**config.mk**
```make
export PLATFORM = sky130hd
export DESIGN_NAME = operand_forward_unit
export DESIGN_NICKNAME = d
export VERILOG_FILES = /design/src/rtl/operand_forward_unit_pkg.sv /design/src/rtl/operand_forward_unit_fwd_prio_sel.sv /design/src/rtl/operand_forward_unit.sv
export SDC_FILE = /design/constraint.sdc
export NUM_CORES = 1
export LEC_CHECK = 0
export ABC_AREA = 0
export CAP_MARGIN = 20
export CORE_AREA = 4 4 103 105
export CTS_CLUSTER_DIAMETER = 80
export DETAILED_ROUTE_END_ITERATION = 8
export DIE_AREA = 0 0 107 109
export PLACE_DENSITY = 0.83
export SYNTH_ARGS = -nofsm -noshare
export SYNTH_HDL_FRONTEND = slang
export SYNTH_SLANG_ARGS = --single-unit
```
**constraint.sdc**
```tcl
create_clock -name clk -period 4.9 [get_ports clk]
set_input_delay 0.49 -clock clk [delete_from_list [all_inputs] [get_ports clk]]
set_output_delay 0.49 -clock clk [all_outputs]
set_load 0.005 [all_outputs]
```
**src/rtl/operand_forward_unit_pkg.sv**
```systemverilog
// Shared constants and the load-use FSM state type for the operand forwarding unit.
package operand_forward_unit_pkg;

    localparam int FWD_SEL_RF = 0;
    localparam int REG_X0     = 0;

    typedef enum logic {
        ST_IDLE = 1'b0,
        ST_HOLD = 1'b1
    } fsm_state_e;

endpackage

```
**src/rtl/operand_forward_unit_fwd_prio_sel.sv**
```systemverilog
// One operand's forwarding path: the youngest producer writing the source register wins,
// otherwise the ID/EX register-file value passes through. x0 is never forwarded.
module fwd_prio_sel
    import operand_forward_unit_pkg::*;
#(
    parameter int XLEN    = 32,
    parameter int REG_AW  = 5,
    parameter int NUM_SRC = 2,
    localparam int SEL_W  = $clog2(NUM_SRC + 1)
) (
    input  logic [REG_AW-1:0]         i_rs,
    input  logic [XLEN-1:0]           i_rf_val,
    input  logic [NUM_SRC-1:0]        i_src_wen,
    input  logic [NUM_SRC*REG_AW-1:0] i_src_rd,
    input  logic [NUM_SRC*XLEN-1:0]   i_src_data,
    output logic [XLEN-1:0]           o_op,
    output logic [SEL_W-1:0]          o_sel
);

    // Scan oldest to youngest so the last hit written is the youngest producer.
    always_comb begin
        o_op  = i_rf_val;
        o_sel = SEL_W'(FWD_SEL_RF);
        if (i_rs != REG_AW'(REG_X0)) begin
            for (int i = NUM_SRC - 1; i >= 0; i--) begin
                if (i_src_wen[i] && (i_src_rd[i*REG_AW +: REG_AW] == i_rs)) begin
                    o_op  = i_src_data[i*XLEN +: XLEN];
                    o_sel = SEL_W'(i + 1);
                end
            end
        end
    end

endmodule

```
**src/rtl/operand_forward_unit.sv**
```systemverilog
// EX-stage operand forwarding plus load-use stall control for the pipelined RV32I core.
// Stall is asserted in the detect cycle and held for LOAD_LAT consecutive cycles.
module operand_forward_unit
    import operand_forward_unit_pkg::*;
#(
    parameter int XLEN     = 32,
    parameter int REG_AW   = 5,
    parameter int NUM_SRC  = 2,
    parameter int LOAD_LAT = 1,
    localparam int SEL_W   = $clog2(NUM_SRC + 1)
) (
    input  logic                      clk,
    input  logic                      rst,
    input  logic [REG_AW-1:0]         ex_rs1,
    input  logic [REG_AW-1:0]         ex_rs2,
    input  logic [XLEN-1:0]           ex_rs1_val,
    input  logic [XLEN-1:0]           ex_rs2_val,
    input  logic [NUM_SRC-1:0]        src_wen,
    input  logic [NUM_SRC*REG_AW-1:0] src_rd,
    input  logic [NUM_SRC*XLEN-1:0]   src_data,
    input  logic                      id_valid,
    input  logic [REG_AW-1:0]         id_rs1,
    input  logic [REG_AW-1:0]         id_rs2,
    input  logic                      ex_is_load,
    input  logic [REG_AW-1:0]         ex_rd,
    input  logic                      flush,
    output logic [XLEN-1:0]           op_a,
    output logic [XLEN-1:0]           op_b,
    output logic [SEL_W-1:0]          sel_a,
    output logic [SEL_W-1:0]          sel_b,
    output logic                      stall,
    output logic [31:0]               stall_cycles,
    output fsm_state_e                dbg_state
);

    localparam int CNT_W = $clog2(LOAD_LAT + 1);

    logic             w_hz;
    logic             w_stall;
    fsm_state_e       r_state;
    logic [CNT_W-1:0] r_cnt;
    logic [31:0]      r_stall_cycles;

    fwd_prio_sel #(.XLEN(XLEN), .REG_AW(REG_AW), .NUM_SRC(NUM_SRC)) u_sel_a (
        .i_rs       (ex_rs1),
        .i_rf_val   (ex_rs1_val),
        .i_src_wen  (src_wen),
        .i_src_rd   (src_rd),
        .i_src_data (src_data),
        .o_op       (op_a),
        .o_sel      (sel_a)
    );

    fwd_prio_sel #(.XLEN(XLEN), .REG_AW(REG_AW), .NUM_SRC(NUM_SRC)) u_sel_b (
        .i_rs       (ex_rs2),
        .i_rf_val   (ex_rs2_val),
        .i_src_wen  (src_wen),
        .i_src_rd   (src_rd),
        .i_src_data (src_data),
        .o_op       (op_b),
        .o_sel      (sel_b)
    );

    assign w_hz = id_valid & ex_is_load & (ex_rd != REG_AW'(REG_X0)) &
                  ((ex_rd == id_rs1) | (ex_rd == id_rs2));

    // Flush and reset both win over a pending or newly detected hazard in the same cycle.
    always_comb begin
        w_stall = 1'b0;
        if (!rst && !flush) begin
            w_stall = (r_state == ST_HOLD) ? 1'b1 : w_hz;
        end
    end

    always_ff @(posedge clk) begin
        if (rst || flush) begin
            r_state <= ST_IDLE;
            r_cnt   <= '0;
        end else begin
            case (r_state)
                ST_IDLE: begin
                    if (w_hz && (LOAD_LAT > 1)) begin
                        r_state <= ST_HOLD;
                        r_cnt   <= CNT_W'(LOAD_LAT - 1);
                    end
                end
                ST_HOLD: begin
                    r_cnt <= r_cnt - CNT_W'(1);
                    if (r_cnt == CNT_W'(1)) begin
                        r_state <= ST_IDLE;
                    end
                end
                default: begin
                    r_state <= ST_IDLE;
                    r_cnt   <= '0;
                end
            endcase
        end
    end

    always_ff @(posedge clk) begin
        if (rst) begin
            r_stall_cycles <= '0;
        end else if (w_stall && (r_stall_cycles != 32'hFFFF_FFFF)) begin
            r_stall_cycles <= r_stall_cycles + 32'd1;
        end
    end

    assign stall        = w_stall;
    assign stall_cycles = r_stall_cycles;
    assign dbg_state    = r_state;

endmodule

```
==> flow_summary.json <==
{
  "worst_pin_slew_ns": 0.622,
  "synthArstFlopShare_pct": 0,
  "overflow": 0,
  "coreArea_sq_um": 9640,
  "fillCellCount": 881,
  "wl_microns": 17800,
  "synthesis.nets": 653,
  "syn-cell-area_sq_um": 3240,
  "power.total_w": 0.000837,
  "cpMostUsedCell": "clkdlybuf4s50_1",
  "vias": 4968,
  "critPathKind": "in2out",
  "clock_path_buffers": 2,
  "cts_tree": "yes",
  "synth-edff-count": 0,
  "grt_pass1_wl_microns": 26600,
  "ys_seq_area_share_pct": 21.0,
  "hold_depth": 1,
  "final_hold_viol_count": 0,
  "insertion_delay_ns": 0.29,
  "reg2reg_depth": 7,
  "p_leak_nw": 2.14,
  "hp-class": "reg2reg",
  "ctsHtreeMaxLevel": 2,
  "cts_setup_buffers": 0,
  "reg2reg_setup_slack_ns": 2.05,
  "io_buffers": 271,
  "die_width_microns": 107,
  "end_kind": "output port",
  "syn_inst": 482,
  "fin_setup_tns_ns": 0,
  "die_area_sq_um": 11700,
  "worstReg2RegEnd": "stall_cycles[27]",
  "worst-path-max-fanout": 19,
  "endpoint": "op_a[11]",
  "postPlaceCellArea_sq_um": 6040,
  "cp_data_arrival_time_ns": 3.57,
  "postCtsHoldBufs": 0,
  "use_met2_pct": 49.2,
  "grt_pass1_vias": 4773,
  "place.gp.congestion": 0.996,
  "max_stage_delay_ns": 0.56,
  "initial_core_util_pct": 33.6,
  "grt_use_met1_pct": 33.4,
  "synth-seq-cells": 34,
  "clkSlewWorstSetupHoldPaths_ns": 0.07,
  "synthDistinctLibCells": 45,
  "dpl.hpwl_microns": 14000,
  "fin_crit_sh_pct": 82.8,
  "wl_per_cell_microns": 20.4,
  "fp.dieH_microns": 109,
  "use_met3_pct": 9.06,
  "status": "completed",
  "grt_most_used_layer": "met2",
  "crit_path_start": "ex_rs1[2]",
  "final_area_sq_um": 6130,
  "synth_common_cells": "a21oi_1, nor2_1, o22ai_1",
  "drt-initial-drc-count": 374,
  "numCtsBuffers": 5,
  "setup_slack_ns": 0.841,
  "synth_area_leaders": "dfxtp_1, a21oi_1, o22ai_1",
  "synth_most_common_cell": "a21oi_1",
  "min_from": "r_cnt",
  "fin_skew_ns": 0.00627,
  "grt_usage_pct": 28.8,
  "cp.required_ns": 4.41,
  "yosys.area.top_type_share_pct": 21.0,
  "drc_errors": 0,
  "dr.pass1.iters": 5,
  "slew_headroom_pct": 58.5,
  "area_growth_pct": 89.0,
  "avgSynthCellArea_sq_um": 6.72,
  "slowest_stage": "clkdlybuf4s50_1",
  "row_count": 36,
  "cts-root-buf": "clkbuf_8",
  "detail-route-antenna-nets": 0,
  "fmax_ghz": 0.246,
  "setup_viol": 0,
  "worstPathCellList": "clkdlybuf4s50_1 -> xor2_1 -> nor4_1 -> and3_1 -> o21a_1 -> buf_4 -> nor2_1 -> a21oi_1 -> clkdlybuf4s50_1",
  "pin_count": 272,
  "r2r-start": "stall_cycles[21]",
  "finalMaxSlewViolations": 0,
  "clock_sinks": 34,
  "max_cap_viol_count": 0,
  "cts.repair.resized": 0,
  "routed_via_density": 5.71,
  "drive_gt1_share_pct": 3.54,
  "final_nets": 907,
  "yosysWarnings": 0,
  "synth_area_leader_cell": "dfxtp_1",
  "pre_cts_slack_ns": 0.904,
  "antenna_found_initial": 7,
  "grt_max_degree": 42,
  "synth-main-ff-cell": "dfxtp_1",
  "rsz0062_at_grt": "false",
  "fin_crit_ns": 4.06,
  "p_per_area_nw_per_um2": 137,
  "irDropWorstVdd_v": 0.000156,
  "critPathLaunchType": "input pin"
}
area by class of cell:
| type | instances | area, sq um | area share, % |
|---|---|---|---|
| antenna | 2 | 5.00 | 0.0817 |
| multi-input combinational | 409 | 2370 | 38.7 |
| sequential | 34 | 681 | 11.1 |
| timing repair buffer | 282 | 2810 | 45.8 |
| tap | 133 | 166 | 2.72 |
| inverter | 4 | 15.0 | 0.245 |
| clock buffer | 6 | 82.6 | 1.35 |
cells by family after synthesis:
group	share of synthesized area, %
AO/OA/AOI/OAI	32.2
XOR/XNOR	8.65
adder cells (fa/ha/maj)	0.386
buffers and inverters	5.91
flip-flops	21.0
multiplexers	2.70
AND/OR/NAND/NOR	29.1
where the power goes:
| group | total, W | internal (W) | switching, W |
|---|---|---|---|
| Clock | 0.000207 | 0.000108 | 0.0000990 |
| Combinational | 0.000353 | 0.000227 | 0.000127 |
| Sequential | 0.000276 | 0.000276 | 0.0000000833 |
sequential cells by signal (all words and copies together), names as in the netlist:
signal / cells
dbg_state: 1
r_cnt: 1
stall_cycles: 32
metal layers:
layer | part of all wire (%) | up-vias
li1 | - | 2320
met1 | 37 | 2294
met2 | 48 | 266
met3 | 9.2 | 78
met4 | 4.7 | 10
met5 | 0.40 | -
critical path: cells and delay by family:
kind                   cells  cell delay (ns)
XOR/XNOR                   1             0.19
buffers and inverters      3             1.42
AND/OR/NAND/NOR            3             0.71
AO/OA/AOI/OAI              2             0.74
stage by stage:
step	utilization, %	std cells	hold WS [ns]
after floorplan	-	482	0.419
after global placement	62.6	862	0.429
after detailed placement	62.6	862	0.471
after CTS	63.5	868	0.480
after global routing	63.6	870	0.511
final	63.6	870	0.475
worst min-delay path by stage:
stage	to
floorplan	dbg_state
global placement	dbg_state
detailed placement	dbg_state
CTS	dbg_state
global route	dbg_state
finish	dbg_state
layout by cell type (no fill, tap or decap), drive strengths merged:
cell type / n
mux2: 6
nor2: 82
o22ai: 64
o31ai: 6
o211ai: 1
o21ai: 16
a221oi: 1
nor4b: 1
nor3: 8
a211oi: 1
dfxtp: 34
mux2i: 2
a21oi: 90
nand2b: 1
diode: 2
clkbuf: 6
o311a: 1
or4b: 1
or2: 1
inv: 4
or4: 6
or3: 17
nor4: 7
nor2b: 6
buf: 11
nand2: 12
o41ai: 1
o41a: 1
or3b: 1
nand3: 18
clkdlybuf4s50: 271
xor2: 27
o21a: 2
ha: 1
nand4: 11
and3: 12
xnor2: 5
No activity file was read; power rests on OpenSTA's default activity.
